### src/rtl/soc_timer_if.sv
// Naive SoC bus: request/grant read and write channels, single-cycle grant.
interface naive_bus;
  logic        rd_req;
  logic        rd_gnt;
  logic [31:0] rd_addr;
  logic [31:0] rd_data;
  logic        wr_req;
  logic        wr_gnt;
  logic [31:0] wr_addr;
  logic [3:0]  wr_be;
  logic [31:0] wr_data;

  modport master (output rd_req, rd_addr, wr_req, wr_addr, wr_be, wr_data,
                  input  rd_gnt, rd_data, wr_gnt);
  modport slave  (input  rd_req, rd_addr, wr_req, wr_addr, wr_be, wr_data,
                  output rd_gnt, rd_data, wr_gnt);
endinterface

### src/rtl/soc_timer.sv
// Prescaled 32-bit timer with compare/auto-reload, sticky W1C flags, level irq.
// Optional PWM output and DUTY register when SOC_TIMER_PWM_EN is defined.
module soc_timer #(
  parameter int          PRESCALE_W    = 16,
  parameter logic [31:0] RESET_COMPARE = 32'hFFFF_FFFF
) (
  input  logic     clk,
  input  logic     rst,
  naive_bus.slave  bus,
  output logic     o_irq,
  output logic     o_pwm
);
  localparam logic [2:0] A_CTRL = 3'd0, A_PSC = 3'd1, A_COUNT = 3'd2,
                         A_CMP  = 3'd3, A_STAT = 3'd4, A_DUTY = 3'd5;
`ifdef SOC_TIMER_PWM_EN
  localparam logic [4:0] CTRL_MASK = 5'h1f;
`else
  localparam logic [4:0] CTRL_MASK = 5'h0f;
`endif

  logic [4:0]            ctrl_q;
  logic [PRESCALE_W-1:0] psc_q, psc_cnt;
  logic [31:0]           count_q, cmp_q, duty_q;
  logic [1:0]            status_q;
  logic [31:0]           rd_mux, ctrl_wr, psc_wr, count_wr, cmp_wr;
  logic                  we_ctrl, we_psc, we_count, we_cmp, we_stat;
  logic                  tick, hit, wrap;
  logic [1:0]            clr;

  function automatic logic [31:0] merge(input logic [31:0] old, input logic [31:0] d,
                                        input logic [3:0] be);
    logic [31:0] r;
    r = old;
    for (int i = 0; i < 4; i++)
      if (be[i]) r[8*i +: 8] = d[8*i +: 8];
    return r;
  endfunction

  assign bus.rd_gnt = bus.rd_req;
  assign bus.wr_gnt = bus.wr_req;

  assign we_ctrl  = bus.wr_req && bus.wr_addr[4:2] == A_CTRL;
  assign we_psc   = bus.wr_req && bus.wr_addr[4:2] == A_PSC;
  assign we_count = bus.wr_req && bus.wr_addr[4:2] == A_COUNT;
  assign we_cmp   = bus.wr_req && bus.wr_addr[4:2] == A_CMP;
  assign we_stat  = bus.wr_req && bus.wr_addr[4:2] == A_STAT;

  assign ctrl_wr  = merge(32'(ctrl_q), bus.wr_data, bus.wr_be);
  assign psc_wr   = merge(32'(psc_q), bus.wr_data, bus.wr_be);
  assign count_wr = merge(count_q, bus.wr_data, bus.wr_be);
  assign cmp_wr   = merge(cmp_q, bus.wr_data, bus.wr_be);

  assign tick = ctrl_q[0] && psc_cnt == psc_q;
  assign hit  = tick && count_q == cmp_q;
  // A reload on match suppresses the overflow that a plain increment would report.
  assign wrap = tick && count_q == 32'hFFFF_FFFF && !(hit && ctrl_q[1]);
  assign clr  = (we_stat && bus.wr_be[0]) ? bus.wr_data[1:0] : 2'b00;

  always_ff @(posedge clk) begin
    if (rst) begin
      ctrl_q   <= '0;
      psc_q    <= '0;
      psc_cnt  <= '0;
      count_q  <= '0;
      cmp_q    <= RESET_COMPARE;
      status_q <= '0;
      o_irq    <= 1'b0;
    end else begin
      if (we_ctrl) ctrl_q <= ctrl_wr[4:0] & CTRL_MASK;
      if (we_psc)  psc_q  <= psc_wr[PRESCALE_W-1:0];
      if (we_cmp)  cmp_q  <= cmp_wr;
      psc_cnt <= (we_psc || !ctrl_q[0] || tick) ? '0 : psc_cnt + 1'b1;
      if (we_count)                count_q <= count_wr;
      else if (hit && ctrl_q[1])   count_q <= '0;
      else if (tick)               count_q <= count_q + 32'd1;
      status_q <= (status_q & ~clr) | {wrap, hit};
      o_irq    <= (status_q[0] & ctrl_q[2]) | (status_q[1] & ctrl_q[3]);
    end
  end

`ifdef SOC_TIMER_PWM_EN
  logic [31:0] duty_wr;
  assign duty_wr = merge(duty_q, bus.wr_data, bus.wr_be);
  always_ff @(posedge clk) begin
    if (rst) begin
      duty_q <= '0;
      o_pwm  <= 1'b0;
    end else begin
      if (bus.wr_req && bus.wr_addr[4:2] == A_DUTY) duty_q <= duty_wr;
      o_pwm <= ctrl_q[4] & ctrl_q[0] & (count_q < duty_q);
    end
  end
`else
  assign duty_q = '0;
  assign o_pwm  = 1'b0;
`endif

  always_comb begin
    rd_mux = '0;
    case (bus.rd_addr[4:2])
      A_CTRL:  rd_mux = 32'(ctrl_q);
      A_PSC:   rd_mux = 32'(psc_q);
      A_COUNT: rd_mux = count_q;
      A_CMP:   rd_mux = cmp_q;
      A_STAT:  rd_mux = 32'(status_q);
      A_DUTY:  rd_mux = duty_q;
      default: rd_mux = '0;
    endcase
  end

  always_ff @(posedge clk) begin
    if (rst)             bus.rd_data <= '0;
    else if (bus.rd_req) bus.rd_data <= rd_mux;
  end

  // Address bits above the window are decoded by the bus router.
  logic unused_ok;
  assign unused_ok = ^{bus.rd_addr[31:5], bus.rd_addr[1:0], bus.wr_addr[31:5],
                       bus.wr_addr[1:0], ctrl_wr[31:5], psc_wr};
endmodule
### src/flat_wrapper.sv
// flat-port wrapper written by rule: the top's interface ports become plain ports
module soc_timer_flat 
#(
  parameter int          PRESCALE_W    = 16,
  parameter logic [31:0] RESET_COMPARE = 32'hFFFF_FFFF
)
  (clk, rst, o_irq, o_pwm, bus_rd_req, bus_rd_addr, bus_wr_req, bus_wr_addr, bus_wr_be, bus_wr_data, bus_rd_gnt, bus_rd_data, bus_wr_gnt);
  naive_bus bus_i ();
  input  logic clk;
  input  logic rst;
  output logic o_irq;
  output logic o_pwm;
  input wire logic [$bits(bus_i.rd_req)-1:0] bus_rd_req;
  input wire logic [$bits(bus_i.rd_addr)-1:0] bus_rd_addr;
  input wire logic [$bits(bus_i.wr_req)-1:0] bus_wr_req;
  input wire logic [$bits(bus_i.wr_addr)-1:0] bus_wr_addr;
  input wire logic [$bits(bus_i.wr_be)-1:0] bus_wr_be;
  input wire logic [$bits(bus_i.wr_data)-1:0] bus_wr_data;
  output wire logic [$bits(bus_i.rd_gnt)-1:0] bus_rd_gnt;
  output wire logic [$bits(bus_i.rd_data)-1:0] bus_rd_data;
  output wire logic [$bits(bus_i.wr_gnt)-1:0] bus_wr_gnt;
  assign bus_i.rd_req = bus_rd_req;
  assign bus_i.rd_addr = bus_rd_addr;
  assign bus_i.wr_req = bus_wr_req;
  assign bus_i.wr_addr = bus_wr_addr;
  assign bus_i.wr_be = bus_wr_be;
  assign bus_i.wr_data = bus_wr_data;
  assign bus_rd_gnt = bus_i.rd_gnt;
  assign bus_rd_data = bus_i.rd_data;
  assign bus_wr_gnt = bus_i.wr_gnt;
  soc_timer #(.PRESCALE_W(PRESCALE_W), .RESET_COMPARE(RESET_COMPARE)) u_core (.clk(clk), .rst(rst), .bus(bus_i), .o_irq(o_irq), .o_pwm(o_pwm));
endmodule
### config.mk
export PLATFORM = sky130hd
export DESIGN_NAME = soc_timer_flat
export DESIGN_NICKNAME = d
export VERILOG_FILES = /design/src/rtl/soc_timer_if.sv /design/src/rtl/soc_timer.sv /design/src/flat_wrapper.sv
export SDC_FILE = /design/constraint.sdc
export NUM_CORES = 1
export LEC_CHECK = 0
export ABC_AREA = 1
export CORE_MARGIN = 3
export CORE_UTILIZATION = 40
export CTS_BUF_LIST = sky130_fd_sc_hd__clkbuf_8
export CTS_CLUSTER_SIZE = 28
export DETAILED_ROUTE_END_ITERATION = 6
export DONT_BUFFER_PORTS = 1
export HOLD_SLACK_MARGIN = 0.12
export PLACE_DENSITY_LB_ADDON = 0.25
export SKIP_CTS_REPAIR_TIMING = 1
export SYNTH_ARGS = -nofsm -noshare
export SYNTH_HDL_FRONTEND = slang
export SYNTH_SLANG_ARGS = --single-unit
### constraint.sdc
create_clock -name clk -period 2.2 [get_ports clk]
set_clock_uncertainty 0.1 [all_clocks]
set_input_delay 0.44 -clock clk [delete_from_list [all_inputs] [get_ports clk]]
set_output_delay 0.44 -clock clk [all_outputs]
set_load 0.1 [all_outputs]
## Word-level counts from Yosys, hierarchy flattened

Index checks and enable logic that the tools add are counted.

- Output and inout bits: 36
- Word-level logic and storage cells: 77
- Flip-flop bits (word level): 135

- Bitwise operators: 6
- Multiplexer cells: 9
- Eq/ne operators: 15
- Reduce and logical (&&, ||, !) cells: 30
- $add $sub $neg: 2

Operators by type and width:

| cell | number |
|---|---|
| one-hot mux 32 bit (5 select lines) | 1 |
| 2-to-1 mux 32 bit | 3 |
| adder 32 x 1 -> 32 bit (second input constant) | 1 |
| == test 32 bit | 1 |
| == test 32 bit (second input constant) | 1 |
| 2-to-1 mux 8 bit | 4 |
| AND reduction 2 bit | 11 |
| adder 16 x 1 -> 16 bit (second input constant) | 1 |
| == test 16 bit | 1 |
| == test 3 x 2 -> 1 bit (second input constant) | 4 |
| logical AND 1 bit | 11 |
| inequality test 2 bit (second input constant) | 4 |
| == test 3 x 1 -> 1 bit (second input constant) | 2 |
| == test 3 bit (second input constant) | 2 |
| zero test 3 bit | 2 |
| nonzero test 3 bit | 1 |
| AND 1 bit | 2 |
| AND 2 bit | 1 |
| zero test 1 bit | 2 |
| logical OR 1 bit | 2 |
| 2-to-1 mux 2 bit | 1 |
| inverter 2 bit | 1 |
| bitwise OR 2 bit | 1 |
| OR reduction 2 bit | 1 |
| bitwise OR 1 bit | 1 |

## Logic depth before layout (Yosys ltp)

Gate-level depths: netlist (run 1).

- Word-level depth: 7
- Gate-level depth with buffers: 12
- Gate-level depth less buffers: 11

## Worst setup path after synthesis (run 1)

No wires, ideal clock.

- Path type: register -> register
- From: reg u_core.count_q[0]
- To: reg u_core.count_q[24]
- Stages on the path, launching flop included: 11
- Path buffers: 0
- Setup time: 70 ps
- Arrival: 1,484 ps
- Setup slack: 546 ps
- Required time: 2,030 ps
- Cell sequence: dfxtp_1 ha_1 nand2_2 nor2_4 nand2_2 nor2_4 nand3_1 xor2_1 inv_1 nand3_2 a21oi_1

- Word-level cells in the longest chain between the ends: 5
- Elaborated cells between the ends (all ways): 9
- Those cells by class: add/sub (1); eq/ne (1); mux (3); reduce/logical (4)

RTL lines:

| what | RTL line | RTL |
|---|---|---|
| start, declared | soc_timer.sv:23 | `logic [31:0] count_q, cmp_q, duty_q;` |
| start signal, assigned | soc_timer.sv:73 | `if (we_count) count_q <= count_wr;` |
| start signal, assigned | soc_timer.sv:75 | `else if (tick) count_q <= count_q + 32'd1;` |
| parallel branches: the longest is 5 deep, another holds adder 32 x 1 -> 32 bit | - |  |

Several ways; the timed one is not identified. The select of a mux whose other input is x is not followed.
A chain may end at the register's enable or synchronous reset.

## Final worst setup path (run 1)

- From: in bus_rd_addr[2]
- To: reg u_core.bus.rd_data[13]

- Word-level cells in the longest chain between the ends: 2
- Elaborated cells between the ends (all ways): 6
- Those cells by class: eq/ne (4); mux (1); reduce/logical (1)

RTL lines:

| what | RTL line | RTL |
|---|---|---|
| start, declared | flat_wrapper.sv:14 | `input wire logic [$bits(bus_i.rd_addr)-1:0] bus_rd_addr;` |
| == test 3 bit (tied with other cells) | soc_timer.sv:100 | `case (bus.rd_addr[4:2])` |
| one-hot mux 32 bit (5 select lines) (*) | soc_timer.sv:100 |  |
| end signal, assigned | soc_timer.sv:113 | `else if (bus.rd_req) bus.rd_data <= rd_mux;` |
| end, declared | soc_timer_if.sv:16 | `output rd_gnt, rd_data, wr_gnt);` |

Every way passes the cells marked *; elsewhere a longest branch is shown, timed or not.

==> results of run 1 <==
-- worst paths after layout --
kind / startpoint / end / cells after the start
worst max-delay path: bus_rd_addr[2] / u_core.bus.rd_data[13] / 7
worst min-delay path: bus_wr_data[11] / u_core.psc_q[11] / 2
worst max register to register: u_core.count_q[22] / u_core.count_q[13] / 12
worst min register to register: u_core.bus.rd_data[25] / u_core.bus.rd_data[25] / 2
-- worst max-delay path, delay by kind of cell --
family	cells	cell delay (ps)
buffers and inverters	3	1170
AO/OA/AOI/OAI	3	410
AND/OR/NAND/NOR	1	320
-- layout make-up --
class,count,area (um2),share of cell area
clock buffers,19,262,0.0280
clock inverters,13,154,0.0165
inverters,144,541,0.0578
multi-input cells,876,4370,0.467
flip-flops and latches,135,2700,0.289
well taps,260,325,0.0348
repair buffers,108,1000,0.107
-- routing by layer --
| layer | track usage | routed length (um) | vias to the layer above | share of wire |
|---|---|---|---|---|
| met4 | 0.0638 | 467 | 4 | 0.019 |
| met5 | 0 | 21 | - | 0.00085 |
| met2 | 0.363 | 11600 | 227 | 0.47 |
| met3 | 0.0592 | 1720 | 37 | 0.069 |
| li1 | - | - | 4072 | - |
| met1 | 0.281 | 11000 | 3675 | 0.44 |
-- cells by family (layout without fill, tap and decap cells) --
group / Yosys count / after routing
buffers and inverters: 195 / 284
AND/OR/NAND/NOR: 611 / 611
AO/OA/AOI/OAI: 234 / 234
XOR/XNOR: 28 / 28
adder cells (fa/ha/maj): 2 / 2
flip-flops: 135 / 135
other: 1 / 1
-- state kept, by name (all words and copies together), names as in the netlist --
signal and cells:
u_core.ctrl_q 4, u_core.psc_cnt 16, u_core.psc_q 16, u_core.cmp_q 32, u_core.bus.rd_data 32, u_core.o_irq 1, u_core.count_q 32, u_core.status_q 2
-- power by group --
part           leakage (nW)  internal [mW]  switching [mW]
combinational          2.75          0.231           0.459
clock                 0.209           1.17            1.04
sequential             1.09           2.50          0.0517
-- metrics by stage --
stage | instance area [um2] | hold slack (ps) | total power, mW
after floorplan | 7950 | 342 | 3.10
after global placement | 8540 | 346 | 3.20
after detailed placement | 8540 | 349 | 3.20
after CTS | 8950 | -77.3 | 5.41
after global routing | 9350 | 120 | 5.69
final | 9350 | 103 | 5.46
-- synth_stat cells (7+ instances only) --
library cell / instances
nand2_1: 374
dfxtp_1: 135
inv_1: 130
nor2_1: 90
a21oi_1: 76
nand3_1: 67
o21ai_0: 51
o211ai_1: 33
xor2_1: 26
nor3_1: 25
a21oi_2: 24
o22ai_1: 22
clkbuf_1: 19
nand3_2: 14
o21ai_1: 14
buf_2: 12
inv_2: 12
nand4_1: 9
nor2_2: 8
buf_6: 7
o221ai_1: 7
==> results.md, run 1 <==
* CP Cell Sequence: nor3_1, inv_1, buf_4, o22ai_1, o21ai_0, a21oi_1, dlygate4sd3_1
* DRT antenna net count at 0
* N_diodes at 0
* Post-synthesis sequential area ratio at 0.340
* Routed wire length at 24,800 um
* Initial DRC count at 555
* Power per cell area at a little under 600 nW/um2
* Commonest non-fill, non-tap cells in the layout: nand2_1 (374), dfxtp_1 (135), inv_1 (130), nor2_1 (90), a21oi_1 (76)
* Worst setup path class: in -> reg
* CORE AREA at around 19,000 um2
* DPL Wire Length at roughly 17,000 um
* Slowest CP cell: dlygate4sd3_1
* I/O pins at 140
* CTS Buf Count at 17
* Synth area leader: dfxtp_1
* Mapped Area at between 7000 and 8000 um2
* Outcome: complete, no violations
* Area contributors post-synth: dfxtp_1 (34%), nand2_1 (18%), inv_1 (6.1%)
* Standard-cell row count at 50
* Slowest stage delay, CP at 550 ps
* Synth Area in Simple Gates at 0.336
* Layout cells sized above 1 at 0.139
* WP data required at between 2000 and 3000 ps
* Port bufs at 0
* GRT Total Usage at 0.219
* Total grt overflow at 0
* Htree depth at 4
* Peak supply drop at approximately 0.00037 V
* Synth warn at 0
* Largest family of logic cells by synthesized area: simple AND/OR/NAND/NOR gates
* Largest net degree at the start of global routing at between 60 and 70
* TritonCTS clock tree: done
* Die height at between 100 and 150 um
* FFs w/ async S/R, synth at 0
* Compound-Gate Fraction of Synth Area at 0.179
* Fillers at a little under 2k
* Fmax at slightly below 500 MHz
* Primary FF master, synth: dfxtp_1
* Non-filler cells, final at between 1.5k and 2k
* Clock sink count at 135
* Mean post-synth cell area at roughly 6.6 um2
* Worst min-delay path category: in -> reg
* Die width at 147 um
* FF-to-FF setup slack at ~190 ps
* Count of different cell masters after synthesis at 47
* Vias in the first global route at 7,374
* Worst-Skew Late Latency at between 400 and 500 ps
* DRT Pass-1 Iters at 7
* Post-synth EDFFs at 0
* Vias at 8,015
* Nets at roughly 1.4k
* Vias per inst at between 5 and 6
* Pleak at about 4.1 nW
* GP Congestion at 0.921
* Cells after Synth at approximately 1.2k
* Worst-path fanout max at 14
* Starting Density at 0.416
* Unrepaired setup endpoints after global routing: false
* DRC Markers at 0
* Pin slew with the least headroom to its limit at 572 ps
* Final core occ at 0.490
* Setup TNS Final at 0 ps
* Initial antenna violation count at 2
* Tcrit/Tclk final at 0.924
* Worst slack at placement at roughly 170 ps
* Slew margin rel. at 0.619
* Layout Area Growth over Synthesis at 17.7%
* Final hold vios at 0
* Critical Path Sink Type: flip-flop
* First-pass GRT wire length at 38,000 um
* Max Slew Vio Count at 0
* Post-Synth XOR/XNOR Area at 0.0309
* Final setup viols at 0
* Max Root-Sink Buffers at 2
* Minimum clock period at approximately 2000 ps
* CP Launch Type: input port
* Synthesized net count at 1,312
* Setup ws final at 168 ps
* Clock transition at path regs at 90 ps
* Full die area at roughly 22,000 um2
* #FFs+latches synth at between 100 and 150
* Adder-cell area share of the yosys netlist at 0.00315
* Worst EP arrival at between 2000 and 2500 ps
* Post-synthesis mux area share at 0
* Root Buffer: clkbuf_8
* Commonest non-fill, non-tap cell in the layout: nand2_1
* Top-area cell type share of the netlist area at 0.340
* Cell Count Post-Placement at approximately 1.5k
* Wire per inst at 16.0 um
* # Max-Cap Violations at 0
No activity file was read; power rests on OpenSTA's default activity.
==> run 2, diff against run 1 <==
--- a/config.mk
+++ b/config.mk
@@ -6,6 +6,7 @@
 export NUM_CORES = 1
 export LEC_CHECK = 0
 export ABC_AREA = 1
+export CAP_MARGIN = 20
 export CORE_MARGIN = 3
 export CORE_UTILIZATION = 40
 export CTS_BUF_LIST = sky130_fd_sc_hd__clkbuf_8
==> constraint.sdc (replaced) <==
create_clock -name clk -period 2.11 [get_ports clk]
set_clock_uncertainty 0.1 [all_clocks]
set_input_delay 0.422 -clock clk [delete_from_list [all_inputs] [get_ports clk]]
set_output_delay 0.422 -clock clk [all_outputs]
set_load 0.1 [all_outputs]
==> run 2 against run 1 <==
- non-clock buffer count shrank 6
- sequential power grew 4%
- combinational power grew 3%
- clock power grew 12%
- register-to-register slack lost 40 ps
- worst setup slack lost 19 ps
- final cell count shrank 0.39%
- utilization is essentially flat
- global-route usage grew 0.10 points
- critical path depth grew 5
- largest power group unchanged
==> results.md, run 2 (synthesized netlist as in run 1, its figures left out) <==
* Hold WS at just over 80 ps
* Largest net degree at the start of global routing at 65
* Max Root-Sink Buffers at 2
* Max Slew Vio Count at 0
* Layout cells sized above 1 at 0.140
* Pleak at approximately 4 nW
* Cell Count Post-Placement at between 1k and 1.5k
* Largest registers: u_core.bus.rd_data: 32 flops, u_core.cmp_q: 32 flops, u_core.count_q: 32 flops
* Clock transition at path regs at roughly 90 ps
* Reg area at about 2700 um2
* WP data required at approximately 2400 ps
* Non-filler cells, final at between 1.5k and 2k
* Area occupied by multi-input gates at between 4000 and 5000 um2
* Critical Path Sink Type: flip-flop
* Port bufs at 0
* First-pass GRT wire length at 38,300 um
* I/O pins at between 100 and 150
* # Max-Cap Violations at 0
* Wire per inst at 15.9 um
* Die width at around 150 um
* Worst Hold Depth at 2
* Worst-Skew Late Latency at around 470 ps
* Tcrit/Tclk final at 0.930
* Slew margin rel. at 0.639
* Starting Density at 0.416
* CORE AREA at 19,100 um2
* FF-to-FF setup slack at between 100 and 150 ps
* Pin slew with the least headroom to its limit at 540 ps
* Initial antenna violation count at 0
* Worst slack at placement at slightly below 80 ps
* GRT Total Usage at 0.220
* Layout Area Growth over Synthesis at 17.7%
* Power per cell area at between 600 and 700 nW/um2
* Vias at 7,935
* TritonCTS clock tree: done
* Standard-cell row count at 50
* Worst min-delay path category: in -> reg
* Clock sink count at approximately 140
* Min-Delay Startpoint: bus_wr_data[9]
* Final hold vios at 0
* Htree depth at 4
* Total grt overflow at 0
* Fillers at between 2k and 2.5k
* Nets at 1,382
* DRT antenna net count at 0
* Initial DRC count at 517
* GP Congestion at 0.970
* Vias per inst at ~5
* Setup ws final at approximately 150 ps
* Peak supply drop at roughly 0.0006 V
* Minimum clock period at between 1500 and 2000 ps
* Cells on worst reg2reg path at 12
* Fmax at just over 500 MHz
* Hold-critical path endpoint: u_core.count_q[9]
* Worst setup path class: reg -> reg
* DRC Markers at 0
* Full die area at between 20,000 and 25,000 um2
* RR Endpoint: u_core.count_q[15]
* Root Buffer: clkbuf_8
* Worst-path fanout max at 33
* Die height at 147 um
* CP Launch Type: flip-flop
* DRT Pass-1 Iters at 5
* CTS Buf Count at 17
* Worst EP arrival at about 2200 ps
* Outcome: complete, no violations
* Final setup viols at 0
* N_diodes at 0
* Commonest non-fill, non-tap cell in the layout: nand2_1
* Vias in the first global route at around 7.3k
* Routed wire length at 24,600 um
* Commonest non-fill, non-tap cells in the layout: nand2_1 (374), dfxtp_1 (132), inv_1 (129), nor2_1 (88), a21oi_1 (76)
* DPL Wire Length at approximately 17,000 um
* Critical R2R Launch: u_core.count_q[12]
run 2: how the worst max path moves through the flow:
stage | start | endpoint
final | u_core.count_q[12] | u_core.count_q[15]
after global routing | u_core.count_q[12] | u_core.count_q[15]
after CTS | u_core.count_q[12] | u_core.count_q[29]
after detailed placement | bus_wr_req | u_core.count_q[27]
after global placement | bus_wr_req | u_core.count_q[19]
after floorplan | u_core.count_q[0] | u_core.count_q[24]
run 2: layer usage:
| metal | share of wire | global-route usage |
|---|---|---|
| met4 | 0.026 | 0.0792 |
| met3 | 0.063 | 0.0512 |
| met1 | 0.45 | 0.280 |
| met5 | 0 | 0 |
| met2 | 0.47 | 0.367 |
run 2: report_power, final:
part	switching [mW]	total, mW	internal [mW]
Combinational	0.475	0.709	0.234
Sequential	0.0572	2.67	2.61
Clock	1.09	2.47	1.38
Total	1.62	5.85	4.22
run 2: cell type report:
class / count / share of cell area
multi-input combinational: 876 / 0.468
sequential: 135 / 0.289
timing repair buffer: 102 / 0.102
inverter: 144 / 0.0578
tap: 260 / 0.0348
clock buffer: 20 / 0.0294
clock inverter: 12 / 0.0185
run 2: critical path, cell delays in order, from the launching register on:
cell and delay (ps):
dfxtp_1 490, inv_1 120, nand2_1 80, nand2_1 40
nor2_1 90, nand2_1 100, nor2_1 110, nand2_1 100
nor2_4 150, nand3_4 90, buf_12 180, nand3_1 110
a21oi_2 50
run 2: stage by stage:
step           cell area [um2]  utilization  power [mW]  TNS (ps)
2_1_floorplan             7950            -        3.23         0
3_3_place_gp              8490        0.445        3.32         0
3_5_place_dp              8490        0.445        3.33         0
4_1_cts                   8940        0.469        5.80         0
5_1_grt                   9350        0.490        6.07    -0.113
6_report                  9350        0.490        5.85         0
==> run 3, diff against run 2 <==
--- a/config.mk
+++ b/config.mk
@@ -7,6 +7,7 @@
 export LEC_CHECK = 0
 export ABC_AREA = 1
 export CAP_MARGIN = 20
+export CORE_ASPECT_RATIO = 1.25
 export CORE_MARGIN = 3
 export CORE_UTILIZATION = 40
 export CTS_BUF_LIST = sky130_fd_sc_hd__clkbuf_8
==> constraint.sdc (replaced) <==
create_clock -name clk -period 2.11 [get_ports clk]
set_clock_uncertainty 0.1 [all_clocks]
set_input_delay 0.422 -clock clk [delete_from_list [all_inputs] [get_ports clk]]
set_output_delay 0.422 -clock clk [all_outputs]
set_load 0.02 [all_outputs]
==> run 3 against run 2 <==
- fmax down 0.25%
- largest power group unchanged
- flip-flop and latch count unchanged
- hold slack worse by 19 ps
- die area about the same
- highest routed layer unchanged
- combinational power down 23%
- via count down 1.6%
- utilization down 2.5 points
- non-clock buffer count down 37
==> results.md, run 3 (synthesized netlist as in run 1, its figures left out) <==
* Slowest stage delay, CP at around 450 ps
* DRT Pass-1 Iters at 5
* Routed wire length at about 25,000 um
* Worst EP arrival at 2220 ps
* Critical Path Sink Type: flip-flop
* GRT Total Usage at 0.224
* Slew margin rel. at 0.604
* Max Slew Vio Count at 0
* Flop pwr share at 0.477
* Pin slew with the least headroom to its limit at around 590 ps
* Total grt overflow at 0
* Gate power share at 0.096
* Design Power at approximately 5.6 mW
* Worst setup path class: reg -> reg
* GP Congestion at 0.860
* Total internal power at approximately 4.1 mW
* Worst-Skew Late Latency at 470 ps
* Slowest CP cell: dfxtp_1
* Switching Fraction at 0.268
* CTS Buf Count at 17
* TritonCTS clock tree: done
* Power per cell area at between 600 and 700 nW/um2
* CP Launch Type: flip-flop
* Worst-path fanout max at 33
* Die width at 132 um
* Minimum clock period at 1970 ps
* Die height at 164 um
* Fin area at ~9000 um2
* Outcome: complete, no violations
* Layout Area Growth over Synthesis at 14.0%
* Pleak at about 3.8 nW
* Commonest non-fill, non-tap cells in the layout: nand2_1 (374), dfxtp_1 (132), inv_1 (129), nor2_1 (88), a21oi_1 (76)
* Clock share of power at 0.426
* Vias per inst at between 5 and 6
* Commonest non-fill, non-tap cell in the layout: nand2_1
* Vias in the first global route at 7,355
* DRT antenna net count at 0
* First-pass GRT wire length at around 38,000 um
* Largest net degree at the start of global routing at 84
* I/O pins at 140
* Starting Density at 0.408
* Setup ws final at around 140 ps
* Unrepaired setup endpoints after global routing: false
* Crit path buf inv count at 2
* CORE AREA at 19,500 um2
* N_diodes at 0
* Tcrit/Tclk final at 0.932
* # Max-Cap Violations at 0
* Clock transition at path regs at about 90 ps
* Max Root-Sink Buffers at 2
* Nets at ~1.3k
* NetSw at between 1.5 and 2 mW
* Port bufs at 0
* Vias at 7,812
* Initial DRC count at approximately 640
* Fillers at slightly above 2k
* DPL Wire Length at between 15,000 and 20,000 um
* Worst min-delay path category: in -> reg
* DRC Markers at 0
* WP data required at ~2400 ps
* Full die area at 21,600 um2
* Setup TNS Final at 0 ps
* CP Cell Sequence: inv_2, nand2_1, nand2_1, nor2_1, nand2_1, nor2_1, nand2_1, nor2_4, nand3_4, buf_12, nand3_1, a21oi_2
* Peak supply drop at around 0.00033 V
* Final hold vios at 0
* Worst slack at placement at between 100 and 150 ps
* Wire per inst at between 15 and 20 um
* Root Buffer: clkbuf_8
* Final setup viols at 0
* Fmax at about 510 MHz
* Initial antenna violation count at 0
* Largest registers: u_core.bus.rd_data: 32 flops, u_core.cmp_q: 32 flops, u_core.count_q: 32 flops
* Crit path max-delay family: simple AND/OR/NAND/NOR gates
* Layout cells sized above 1 at 0.115
* Clock sink count at between 100 and 150
* Placed Area at a little over 8000 um2
* Standard-cell row count at 57
* Crit path top cell by count: nand2_1
* Htree depth at 4
## run 3: cell types whose count changed in the layout (fill, tap and decap cells not counted), sizes merged
cell / previous run / this run
clkbuf: 20 / 18
clkinv: 7 / 9
dlygate4sd3: 36 / 35
buf: 66 / 30
clkinvlp: 2 / 1
## run 3: cell type report
class,instances,area (um2),share of cell area
Inverter,144,541,0.0597
Sequential cell,135,2710,0.299
Tap cell,265,332,0.0366
Clock inverter,13,179,0.0197
Clock buffer,18,248,0.0273
Timing Repair Buffer,65,676,0.0746
Multi-Input combinational cell,876,4380,0.483
## run 3: worst register-to-register path, stage by stage (launching register included)
cell and delay [ps]:
dfxtp_1 450, inv_2 110, nand2_1 70, nand2_1 50, nor2_1 130, nand2_1 70, nor2_1 160, nand2_1 110
nor2_4 160, nand3_4 90, buf_12 190, nand3_1 130, a21oi_2 60
## run 3: worst paths after layout
path                       from            endpoint  slack [ps]  cells after the start
max reg2reg   u_core.count_q[3]  u_core.count_q[16]         140                     12
min reg2reg  u_core.status_q[0]        u_core.o_irq         380                      2
max           u_core.count_q[3]  u_core.count_q[16]         140                     12
min              bus_wr_data[6]     u_core.psc_q[6]          60                      2
## run 3: per-layer routing
metal	up-vias	part of all wire	track usage
met5	-	0	0
met3	54	0.053	0.0437
met1	3563	0.42	0.261
met2	200	0.49	0.397
met4	0	0.037	0.103
li1	3995	-	-
## run 3: power groups by stage
stage                     logic (mW)  registers [mW]  clock network (mW)
after floorplan                0.370            2.73                   0
after global placement         0.438            2.75                   0
after detailed placement       0.444            2.75                   0
after CTS                      0.446            2.69                2.45
after global routing           0.608            2.70                2.52
final                          0.543            2.69                2.41
## run 3: stage by stage
stage | utilization | cells | hold WS, ps
2_1_floorplan | - | 1206 | 342
4_1_cts | 0.445 | 1479 | -110
5_1_grt | 0.465 | 1516 | 120
6_report | 0.465 | 1516 | 63.5
3_3_place_gp | 0.423 | 1448 | 369
3_5_place_dp | 0.423 | 1448 | 371
